### src/rtl/lsu_mem_ctrl.sv
// lsu_mem_ctrl: RV32I MEM-stage load/store controller.
// Sits between the EX/MEM register and a word-only data memory whose read port
// is combinational. Sub-word stores use read-modify-write, and sub-word loads
// are lane-selected and then sign- or zero-extended. Every output is registered.
module lsu_mem_ctrl #(
    parameter int unsigned WIDTH = 32
) (
    input  logic             i_clk,
    input  logic             i_rst_n,
    input  logic             i_valid,
    output logic             o_ready,
    input  logic             i_is_load,
    input  logic             i_is_store,
    input  logic [2:0]       i_funct3,
    input  logic [WIDTH-1:0] i_addr,
    input  logic [WIDTH-1:0] i_wdata,
    output logic             o_mem_read,
    output logic             o_mem_write,
    output logic [WIDTH-1:0] o_mem_addr,
    output logic [WIDTH-1:0] o_mem_wdata,
    input  logic [WIDTH-1:0] i_mem_rdata,
    output logic [WIDTH-1:0] o_load_data,
    output logic             o_load_valid,
    output logic             o_store_done,
    output logic             o_fault
);

    localparam int unsigned BYTE_W = 8;
    localparam int unsigned HALF_W = 16;

    localparam logic [2:0] F3_B  = 3'b000;
    localparam logic [2:0] F3_H  = 3'b001;
    localparam logic [2:0] F3_W  = 3'b010;
    localparam logic [2:0] F3_BU = 3'b100;
    localparam logic [2:0] F3_HU = 3'b101;

    typedef enum logic [2:0] {
        S_IDLE   = 3'd0,
        S_RD     = 3'd1,
        S_WR     = 3'd2,
        S_RMW_RD = 3'd3,
        S_RMW_WR = 3'd4
    } state_t;

    state_t r_state;
    state_t w_next;

    // Request fields, captured on acceptance.
    logic [WIDTH-1:0] r_addr;
    logic [2:0]       r_funct3;
    logic [WIDTH-1:0] r_wdata;

    // Registered outputs.
    logic             r_ready;
    logic             r_mem_read;
    logic             r_mem_write;
    logic [WIDTH-1:0] r_mem_addr;
    logic [WIDTH-1:0] r_mem_wdata;
    logic [WIDTH-1:0] r_load_data;
    logic             r_load_valid;
    logic             r_store_done;
    logic             r_fault;

    // Next values for the output registers.
    logic             w_ready;
    logic             w_mem_read;
    logic             w_mem_write;
    logic [WIDTH-1:0] w_mem_addr;
    logic [WIDTH-1:0] w_mem_wdata;
    logic [WIDTH-1:0] w_load_data;
    logic             w_load_valid;
    logic             w_store_done;
    logic             w_fault;

    logic             w_accept;
    logic             w_illegal;
    logic             w_misaligned;
    logic             w_bad_f3;
    logic [WIDTH-1:0] w_req_addr;
    logic [BYTE_W-1:0] w_lane_b;
    logic [HALF_W-1:0] w_lane_h;
    logic [WIDTH-1:0] w_extended;
    logic [WIDTH-1:0] w_merged;

    assign w_accept = (r_state == S_IDLE) && i_valid;

    // Decode the incoming request for faults: direction, funct3 legality and alignment.
    always_comb begin
        w_bad_f3     = 1'b0;
        w_misaligned = 1'b0;
        case (i_funct3)
            F3_B:         w_bad_f3 = 1'b0;
            F3_H:         w_misaligned = i_addr[0];
            F3_W:         w_misaligned = (i_addr[1:0] != 2'b00);
            F3_BU:        w_bad_f3 = i_is_store;
            F3_HU: begin
                w_bad_f3     = i_is_store;
                w_misaligned = i_addr[0];
            end
            default:      w_bad_f3 = 1'b1;
        endcase
        w_illegal = (i_is_load == i_is_store) || w_bad_f3 || w_misaligned;
    end

    // Address source: the live request while idle, else the captured one.
    assign w_req_addr = (r_state == S_IDLE) ? i_addr : r_addr;

    // Load lane select and extension from the combinational memory read data.
    always_comb begin
        w_lane_b = BYTE_W'(i_mem_rdata >> {r_addr[1:0], 3'b000});
        w_lane_h = HALF_W'(i_mem_rdata >> {r_addr[1], 4'b0000});
        case (r_funct3)
            F3_B:    w_extended = {{(WIDTH-BYTE_W){w_lane_b[BYTE_W-1]}}, w_lane_b};
            F3_BU:   w_extended = {{(WIDTH-BYTE_W){1'b0}}, w_lane_b};
            F3_H:    w_extended = {{(WIDTH-HALF_W){w_lane_h[HALF_W-1]}}, w_lane_h};
            F3_HU:   w_extended = {{(WIDTH-HALF_W){1'b0}}, w_lane_h};
            default: w_extended = i_mem_rdata;
        endcase
    end

    // Sub-word store merge: drop the new byte/half into its lane of the old word.
    always_comb begin
        w_merged = i_mem_rdata;
        if (r_funct3[1:0] == 2'b00) begin
            w_merged[{r_addr[1:0], 3'b000} +: BYTE_W] = r_wdata[BYTE_W-1:0];
        end else begin
            w_merged[{r_addr[1], 4'b0000} +: HALF_W] = r_wdata[HALF_W-1:0];
        end
    end

    // State register.
    always_ff @(posedge i_clk or negedge i_rst_n) begin
        if (!i_rst_n) begin
            r_state <= S_IDLE;
        end else begin
            r_state <= w_next;
        end
    end

    // Next-state logic.
    always_comb begin
        w_next = r_state;
        case (r_state)
            S_IDLE: begin
                if (w_accept && !w_illegal) begin
                    if (i_is_load) begin
                        w_next = S_RD;
                    end else if (i_funct3 == F3_W) begin
                        w_next = S_WR;
                    end else begin
                        w_next = S_RMW_RD;
                    end
                end
            end
            S_RD:     w_next = S_IDLE;
            S_WR:     w_next = S_IDLE;
            S_RMW_RD: w_next = S_RMW_WR;
            S_RMW_WR: w_next = S_IDLE;
            default:  w_next = S_IDLE;
        endcase
    end

    // Output logic: next values of the registered outputs, keyed by the state being entered.
    always_comb begin
        w_ready      = (w_next == S_IDLE);
        w_mem_read   = (w_next == S_RD) || (w_next == S_RMW_RD);
        w_mem_write  = (w_next == S_WR) || (w_next == S_RMW_WR);
        w_mem_addr   = '0;
        w_mem_wdata  = '0;
        w_load_data  = r_load_data;
        w_load_valid = (r_state == S_RD);
        w_store_done = (r_state == S_WR) || (r_state == S_RMW_WR);
        w_fault      = w_accept && w_illegal;
        if (w_next != S_IDLE) begin
            w_mem_addr = {w_req_addr[WIDTH-1:2], 2'b00};
        end
        if (w_next == S_WR) begin
            w_mem_wdata = i_wdata;
        end else if (w_next == S_RMW_WR) begin
            w_mem_wdata = w_merged;
        end
        if (r_state == S_RD) begin
            w_load_data = w_extended;
        end
    end

    // Output and request-capture registers.
    always_ff @(posedge i_clk or negedge i_rst_n) begin
        if (!i_rst_n) begin
            r_ready      <= 1'b1;
            r_mem_read   <= 1'b0;
            r_mem_write  <= 1'b0;
            r_mem_addr   <= '0;
            r_mem_wdata  <= '0;
            r_load_data  <= '0;
            r_load_valid <= 1'b0;
            r_store_done <= 1'b0;
            r_fault      <= 1'b0;
            r_addr       <= '0;
            r_funct3     <= '0;
            r_wdata      <= '0;
        end else begin
            r_ready      <= w_ready;
            r_mem_read   <= w_mem_read;
            r_mem_write  <= w_mem_write;
            r_mem_addr   <= w_mem_addr;
            r_mem_wdata  <= w_mem_wdata;
            r_load_data  <= w_load_data;
            r_load_valid <= w_load_valid;
            r_store_done <= w_store_done;
            r_fault      <= w_fault;
            if (w_accept) begin
                r_addr   <= i_addr;
                r_funct3 <= i_funct3;
                r_wdata  <= i_wdata;
            end
        end
    end

    assign o_ready      = r_ready;
    assign o_mem_read   = r_mem_read;
    assign o_mem_write  = r_mem_write;
    assign o_mem_addr   = r_mem_addr;
    assign o_mem_wdata  = r_mem_wdata;
    assign o_load_data  = r_load_data;
    assign o_load_valid = r_load_valid;
    assign o_store_done = r_store_done;
    assign o_fault      = r_fault;

endmodule

### config.mk
export PLATFORM = sky130hd
export DESIGN_NAME = lsu_mem_ctrl
export DESIGN_NICKNAME = d
export VERILOG_FILES = /design/src/rtl/lsu_mem_ctrl.sv
export SDC_FILE = /design/constraint.sdc
export NUM_CORES = 1
export LEC_CHECK = 0
export ABC_CLOCK_PERIOD_IN_PS = 3800
export BUFFER_PORTS_ARGS = -buffer_cell sky130_fd_sc_hd__buf_2
export CORE_MARGIN = 5
export CORE_UTILIZATION = 30
export CTS_CLUSTER_SIZE = 28
export DETAILED_ROUTE_END_ITERATION = 8
export PLACE_DENSITY = 0.52
export SLEW_MARGIN = 25
export SYNTH_ARGS = -nofsm -noshare
export SYNTH_HDL_FRONTEND = slang
export SYNTH_SLANG_ARGS = --single-unit
### constraint.sdc
create_clock -name i_clk -period 3.8 [get_ports i_clk]
set_input_delay 0.19 -clock i_clk [delete_from_list [all_inputs] [get_ports i_clk]]
set_output_delay 0.19 -clock i_clk [all_outputs]
set_load 0.005 [all_outputs]
==> results.json, run 1 <==
{
  "outcome": "complete, no violations",
  "slew_violations": 0,
  "nets": 990,
  "max_cap_violations": 0,
  "antenna_found_initial": 4,
  "fillCellCount": 2376,
  "drt_iter0_drc": 351,
  "post-place-ws_ns": 1.19,
  "cts_root_buf": "clkbuf_16",
  "numCtsBuffers": 17,
  "ys_seq_area_share_pct": 51.5,
  "netlist_area_mm2": 0.00748,
  "start_util_pct": 30.6,
  "min-delay-start": "i_wdata[0]",
  "fin_crit_ns": 2.58,
  "synth_cell_type_count": 50,
  "worst_clock_skew_ns": 0.0132,
  "ir_drop_v": 0.000267,
  "via_count": 6266,
  "die-area_mm2": 0.0282,
  "ioPinCount": 206,
  "synth-async-reset-ratio_pct": 100,
  "synthCells": 643,
  "postLayoutCoreUtil_pct": 40.8,
  "power_density_mw_per_mm2": 468,
  "cts.sinks": 154,
  "drt-total-wl_mm": 25.6,
  "synth_area_leaders": "dfrtp_1, mux2i_1, mux2_2, a21oi_1, a221o_1",
  "avgSynthCellArea_um2": 11.6,
  "cp-start-kind": "flop",
  "cts_buffer_depth": 2,
  "ys_seq_elements": 154,
  "cp.required_ns": 4.08,
  "grt_use_total_pct": 17.7,
  "worst-r2r-setup-slack_ns": 1.22,
  "post-route-period-util_pct": 67.8,
  "gp_congestion": 0.838,
  "critPathLaunch": "r_state[1]",
  "slew_headroom_pct": 44.9,
  "rsz0062_at_grt": "no",
  "synth-edff-count": 0,
  "postCtsSetupRepairBufs": 0,
  "path_clk_slew_ns": 0.06,
  "worst_pin_slew_ns": 0.824,
  "post_cts_resized": 0,
  "insertion_delay_ns": 0.43,
  "area_growth_syn_to_layout_pct": 33.5,
  "yosysTopAreaCellShare_pct": 51.2,
  "hold_path_class": "in -> reg",
  "arrival_ns": 2.86,
  "dr.pass1.iters": 6,
  "first_global_vias": 6482,
  "postRouteAntennaNets": 0,
  "fin_total_pwr_mw": 4.67,
  "wl_per_cell_um": 21.0,
  "multiInputGateArea_mm2": 0.00333,
  "p_leak_nw": 4.82,
  "setup_tns_ns": 0,
  "setup_viol": 0,
  "crit_type": "reg -> reg",
  "layout-drive-gt1-share_pct": 36.1,
  "reg2reg_to": "o_load_data[16]",
  "avgViaCountPerCell": 5.15,
  "grt_remaining_overflow": 0,
  "cp-endpoint": "o_load_data[16]",
  "cts_tree": "yes",
  "hold_violations": 0,
  "end_kind": "flop",
  "synthFlopType": "dfrtp_1",
  "reg2reg_depth": 5,
  "die_w_um": 168,
  "finalWorstSetupSlack_ns": 1.22,
  "yosys.area.top_type": "dfrtp_1",
  "core_mm2": 0.0245,
  "cp_max_fo": 37,
  "r2r_start": "r_state[1]",
  "htreeDepth": 4,
  "drc": 0,
  "die_y_um": 168,
  "ys_warn_count": 0,
  "grt_max_degree": 75,
  "portBuffers": 203,
  "fmax_ghz": 0.388,
  "final-seq-area_mm2": 0.00386,
  "num_rows": 57,
  "grt_pass1_wl_mm": 39.2,
  "worst_hold_slack_ns": 0.0276,
  "dp_hpwl_mm": 17.5
}
routing by layer:
| layer | part of all wire, % | wire, um | vias up | track usage (%) |
|---|---|---|---|---|
| met5 | 0.17 | 43 | - | 0 |
| met4 | 2.0 | 524 | 8 | 5.05 |
| met3 | 8.6 | 2190 | 38 | 6.21 |
| met2 | 46 | 11700 | 249 | 27.5 |
| met1 | 44 | 11200 | 3083 | 23.5 |
| li1 | - | - | 2888 | - |
cell type report:
class / instances / share of cell area (%)
antenna: 1 / 0.0251
clock buffer: 18 / 4.40
clock inverter: 12 / 1.64
inverter: 8 / 0.313
multi-input combinational: 422 / 33.3
sequential: 154 / 38.6
tap: 324 / 4.06
timing repair buffer: 278 / 17.6
placed cells by master, fill, tap and decap left out, types with 4 or more instances in the layout:
master / n
o22ai_1: 16
nand2_1: 9
dfrtp_1: 152
nor2_1: 33
a221o_1: 32
buf_2: 202
a22o_1: 32
a21oi_1: 84
a211oi_1: 14
or3b_2: 5
inv_1: 7
dlygate4sd3_1: 57
clkbuf_16: 17
mux2i_1: 66
mux2_2: 54
nor2b_1: 7
clkinvlp_4: 4
o21ai_0: 9
and2_1: 6
buf_4: 16
inv_6: 5
nor4_1: 5
ha_1: 5
nor3b_1: 10
how the worst min path moves through the flow:
stage                            to  slack, ns  cells after the start
floorplan                   o_fault      -0.11                      0
global placement    o_mem_wdata[26]       0.17                      1
detailed placement  o_mem_wdata[26]       0.17                      1
CTS                      r_addr[14]     0.0007                      2
global route        o_mem_wdata[13]       0.01                      2
finish               o_mem_wdata[0]       0.03                      2
stage by stage:
step	cells	instance area [um2]
final	1217	9980
after global routing	1216	9980
after CTS	1215	9950
after detailed placement	1128	8780
after global placement	1128	8780
after floorplan	644	7480
logic make-up after synthesis:
logic type / synth area share (%)
xor+xnor: 0.117
compound gates: 18.8
flops: 51.5
other cells: 0.0501
mux: 17.0
fa+ha+maj: 0.836
buf+inv: 4.38
simple gates: 7.36
where the power goes:
group	total, mW	switching, mW	internal, mW
sequential	1.99	0.163	1.83
combinational	0.886	0.452	0.434
clock	1.79	0.736	1.05
synth_stat cells, types with 3 or more instances:
cell and instances:
o21ai_0 9, a211oi_1 14, buf_4 4, nor2_1 33, nor4_1 5, mux2i_1 66, nor3b_1 10, o31ai_1 3
or3b_2 5, buf_2 26, buf_6 3, ha_1 5, nor2b_1 7, nor4bb_1 3, o22ai_1 16, clkbuf_1 22
a21oi_1 84, mux2_2 54, inv_1 7, dfrtp_1 153, and2_1 6, a22o_1 32, buf_1 4, a221o_1 32
nand2_1 9
critical path: stages, from the launching register on:
cell and delay (ns):
dfrtp_1 0.49, or3b_1 0.16, buf_4 0.35, clkinv_2 0.53, nand2b_1 0.72, o22ai_1 0.16
registers in the layout, summed over array words and instances, names as in the netlist, 3 cells and up:
signal and count:
r_wdata 16, o_load_data 32, o_mem_addr 30, o_mem_wdata 32
r_funct3 3, r_state 3, r_addr 32
what timing repair did:
item / 4_1_cts / 5_1_grt
hold buffers: 57 / 0
setup endpoints to repair: 0 / 0
hold endpoints to repair: 111 / 0
Note: power is estimated with default switching activity, not from simulation.
==> run 2, diff against run 1 <==
--- a/config.mk
+++ b/config.mk
@@ -5,13 +5,13 @@
 export SDC_FILE = /design/constraint.sdc
 export NUM_CORES = 1
 export LEC_CHECK = 0
-export ABC_CLOCK_PERIOD_IN_PS = 3800
+export ABC_CLOCK_PERIOD_IN_PS = 2200
 export BUFFER_PORTS_ARGS = -buffer_cell sky130_fd_sc_hd__buf_2
 export CORE_MARGIN = 5
 export CORE_UTILIZATION = 30
 export CTS_CLUSTER_SIZE = 28
 export DETAILED_ROUTE_END_ITERATION = 8
-export PLACE_DENSITY = 0.52
+export PLACE_DENSITY = 0.54
 export SLEW_MARGIN = 25
 export SYNTH_ARGS = -nofsm -noshare
 export SYNTH_HDL_FRONTEND = slang
==> constraint.sdc (replaced) <==
create_clock -name i_clk -period 2.2 [get_ports i_clk]
set_input_delay 0.11 -clock i_clk [delete_from_list [all_inputs] [get_ports i_clk]]
set_output_delay 0.11 -clock i_clk [all_outputs]
set_load 0.005 [all_outputs]
==> run 2 against run 1 <==
Net effect:
- clock-buffer cell count did not move
- cell area up 1.9%
- global-route usage is 0.47 points lower
- clock power grew 72%
- power up 73%
- wire length down 2.9%
- via count rose by 0.94%
- critical path depth fell by 1
- sequential share of layout area decreased by 0.70 points
- sequential power increased by 70%
- sequential cell count unchanged
- combinational power increased by 81%
==> results.json, run 2 (synthesized netlist as in run 1, its figures left out) <==
{
  "outcome": "complete, no violations",
  "crit_type": "reg -> reg",
  "pwr-share-comb_pct": 19.9,
  "power_density_mw_per_mm2": 794,
  "die-area_mm2": 0.0282,
  "grt_use_total_pct": 17.2,
  "p_sw_mw": 2.31,
  "postRouteAntennaNets": 0,
  "worst_pin_slew_ns": 0.652,
  "fin_crit_ns": 1.96,
  "slew_headroom_pct": 56.5,
  "nets": 1010,
  "power_frac_clock_pct": 38.1,
  "cp-start-kind": "flop",
  "worst_hold_slack_ns": 0.0521,
  "path_clk_slew_ns": 0.07,
  "end_kind": "flop",
  "slew_violations": 0,
  "placed_cell_area_mm2": 0.00887,
  "insertion_delay_ns": 0.43,
  "core_mm2": 0.0245,
  "num_rows": 57,
  "grt_max_degree": 65,
  "drt-total-wl_mm": 24.9,
  "layout_commonest_cell": "buf_2",
  "cts.sinks": 154,
  "post-place-ws_ns": 0.231,
  "seqPwrFrac_pct": 42.0,
  "start_util_pct": 30.6,
  "p_leak_nw": 4.91,
  "max_cap_violations": 0,
  "layout-drive-gt1-share_pct": 36.2,
  "design_area_mm2": 0.0102,
  "cts_root_buf": "clkbuf_16",
  "antenna_found_initial": 1,
  "gp_congestion": 0.814,
  "dr.pass1.iters": 5,
  "mostFrequentLayoutCells": "buf_2, dfrtp_1, a21oi_1",
  "drc": 0,
  "swShare_pct": 28.6,
  "fin_total_pwr_mw": 8.08,
  "die_y_um": 168,
  "cts_buffer_depth": 2,
  "worst_clock_skew_ns": 0.0132,
  "dp_hpwl_mm": 17.1,
  "area_growth_syn_to_layout_pct": 36.0,
  "ir_drop_v": 0.000437,
  "cp.required_ns": 2.53,
  "drt_iter0_drc": 436,
  "antenna_cells": 0,
  "grt_pass1_wl_mm": 38.3,
  "numCtsBuffers": 17,
  "cts_tree": "yes",
  "setup_viol": 0,
  "first_global_vias": 6447,
  "grt_remaining_overflow": 0,
  "fmax_ghz": 0.509,
  "htreeDepth": 4,
  "hold_path_class": "in -> reg",
  "rsz0062_at_grt": "no",
  "via_count": 6325,
  "setup_tns_ns": 0,
  "fillCellCount": 2370,
  "finalWorstSetupSlack_ns": 0.237,
  "wl_per_cell_um": 20.1,
  "cp_max_fo": 20,
  "arrival_ns": 2.29,
  "portBuffers": 203,
  "hold_violations": 0,
  "post_cts_resized": 0,
  "avgViaCountPerCell": 5.12,
  "ioPinCount": 206,
  "p_int_mw": 5.77,
  "post-route-period-util_pct": 89.2,
  "die_w_um": 168
}
[run 2: cell type report]
class / instances / area (um2) / share of cell area (%)
clock buffers: 18 / 439 / 4.32
flip-flops and latches: 154 / 3860 / 37.9
inverters: 8 / 31.3 / 0.308
well taps: 324 / 405 / 3.99
clock inverters: 12 / 165 / 1.62
multi-input cells: 422 / 3310 / 32.6
repair buffers: 298 / 1960 / 19.3
[run 2: final timing paths]
kind | startpoint | endpoint | slack, ns | depth (start not counted)
setup / recovery | r_state[1] | o_load_data[17] | 0.24 | 4
hold / removal | i_mem_rdata[24] | o_load_data[24] | 0.05 | 3
setup reg to reg | r_state[1] | o_load_data[17] | 0.24 | 4
hold reg to reg | r_addr[13] | r_addr[13] | 0.51 | 1
max in group asynchronous | i_rst_n | o_ready | 1.17 | 3
min in group asynchronous | i_rst_n | r_wdata[6] | 0.24 | 2
[run 2: power by group through the flow]
stage | logic (mW) | registers (mW) | clock network [mW]
after global routing | 1.76 | 3.44 | 3.26
final | 1.60 | 3.39 | 3.08
after detailed placement | 1.52 | 3.45 | 0
after CTS | 1.62 | 3.39 | 3.15
after global placement | 1.50 | 3.45 | 0
after floorplan | 0.854 | 3.40 | 0
[run 2: worst max-delay path: stages, from the launching register on]
cell and delay (ns):
dfrtp_1 0.47, or3b_1 0.44, clkinv_2 0.25, nand2b_1 0.42, o22ai_1 0.30
[run 2: routing by layer]
metal,track usage (%),wire length (um)
met1,23.3,11100
met2,27.3,11200
met3,4.81,1940
met5,0,16
met4,4.80,522
[run 2: stage by stage]
| step | util [%] | std cells |
|---|---|---|
| global route | 41.6 | 1236 |
| global placement | 36.3 | 1137 |
| CTS | 41.6 | 1236 |
| floorplan | - | 644 |
| detailed placement | 36.3 | 1137 |
| finish | 41.6 | 1236 |
[run 2: repair_timing]
| item | in CTS | in global routing |
|---|---|---|
| buffers inserted | 0 | 0 |
| hold buffers | 69 | 0 |
| hold endpoints to repair | 170 | 0 |
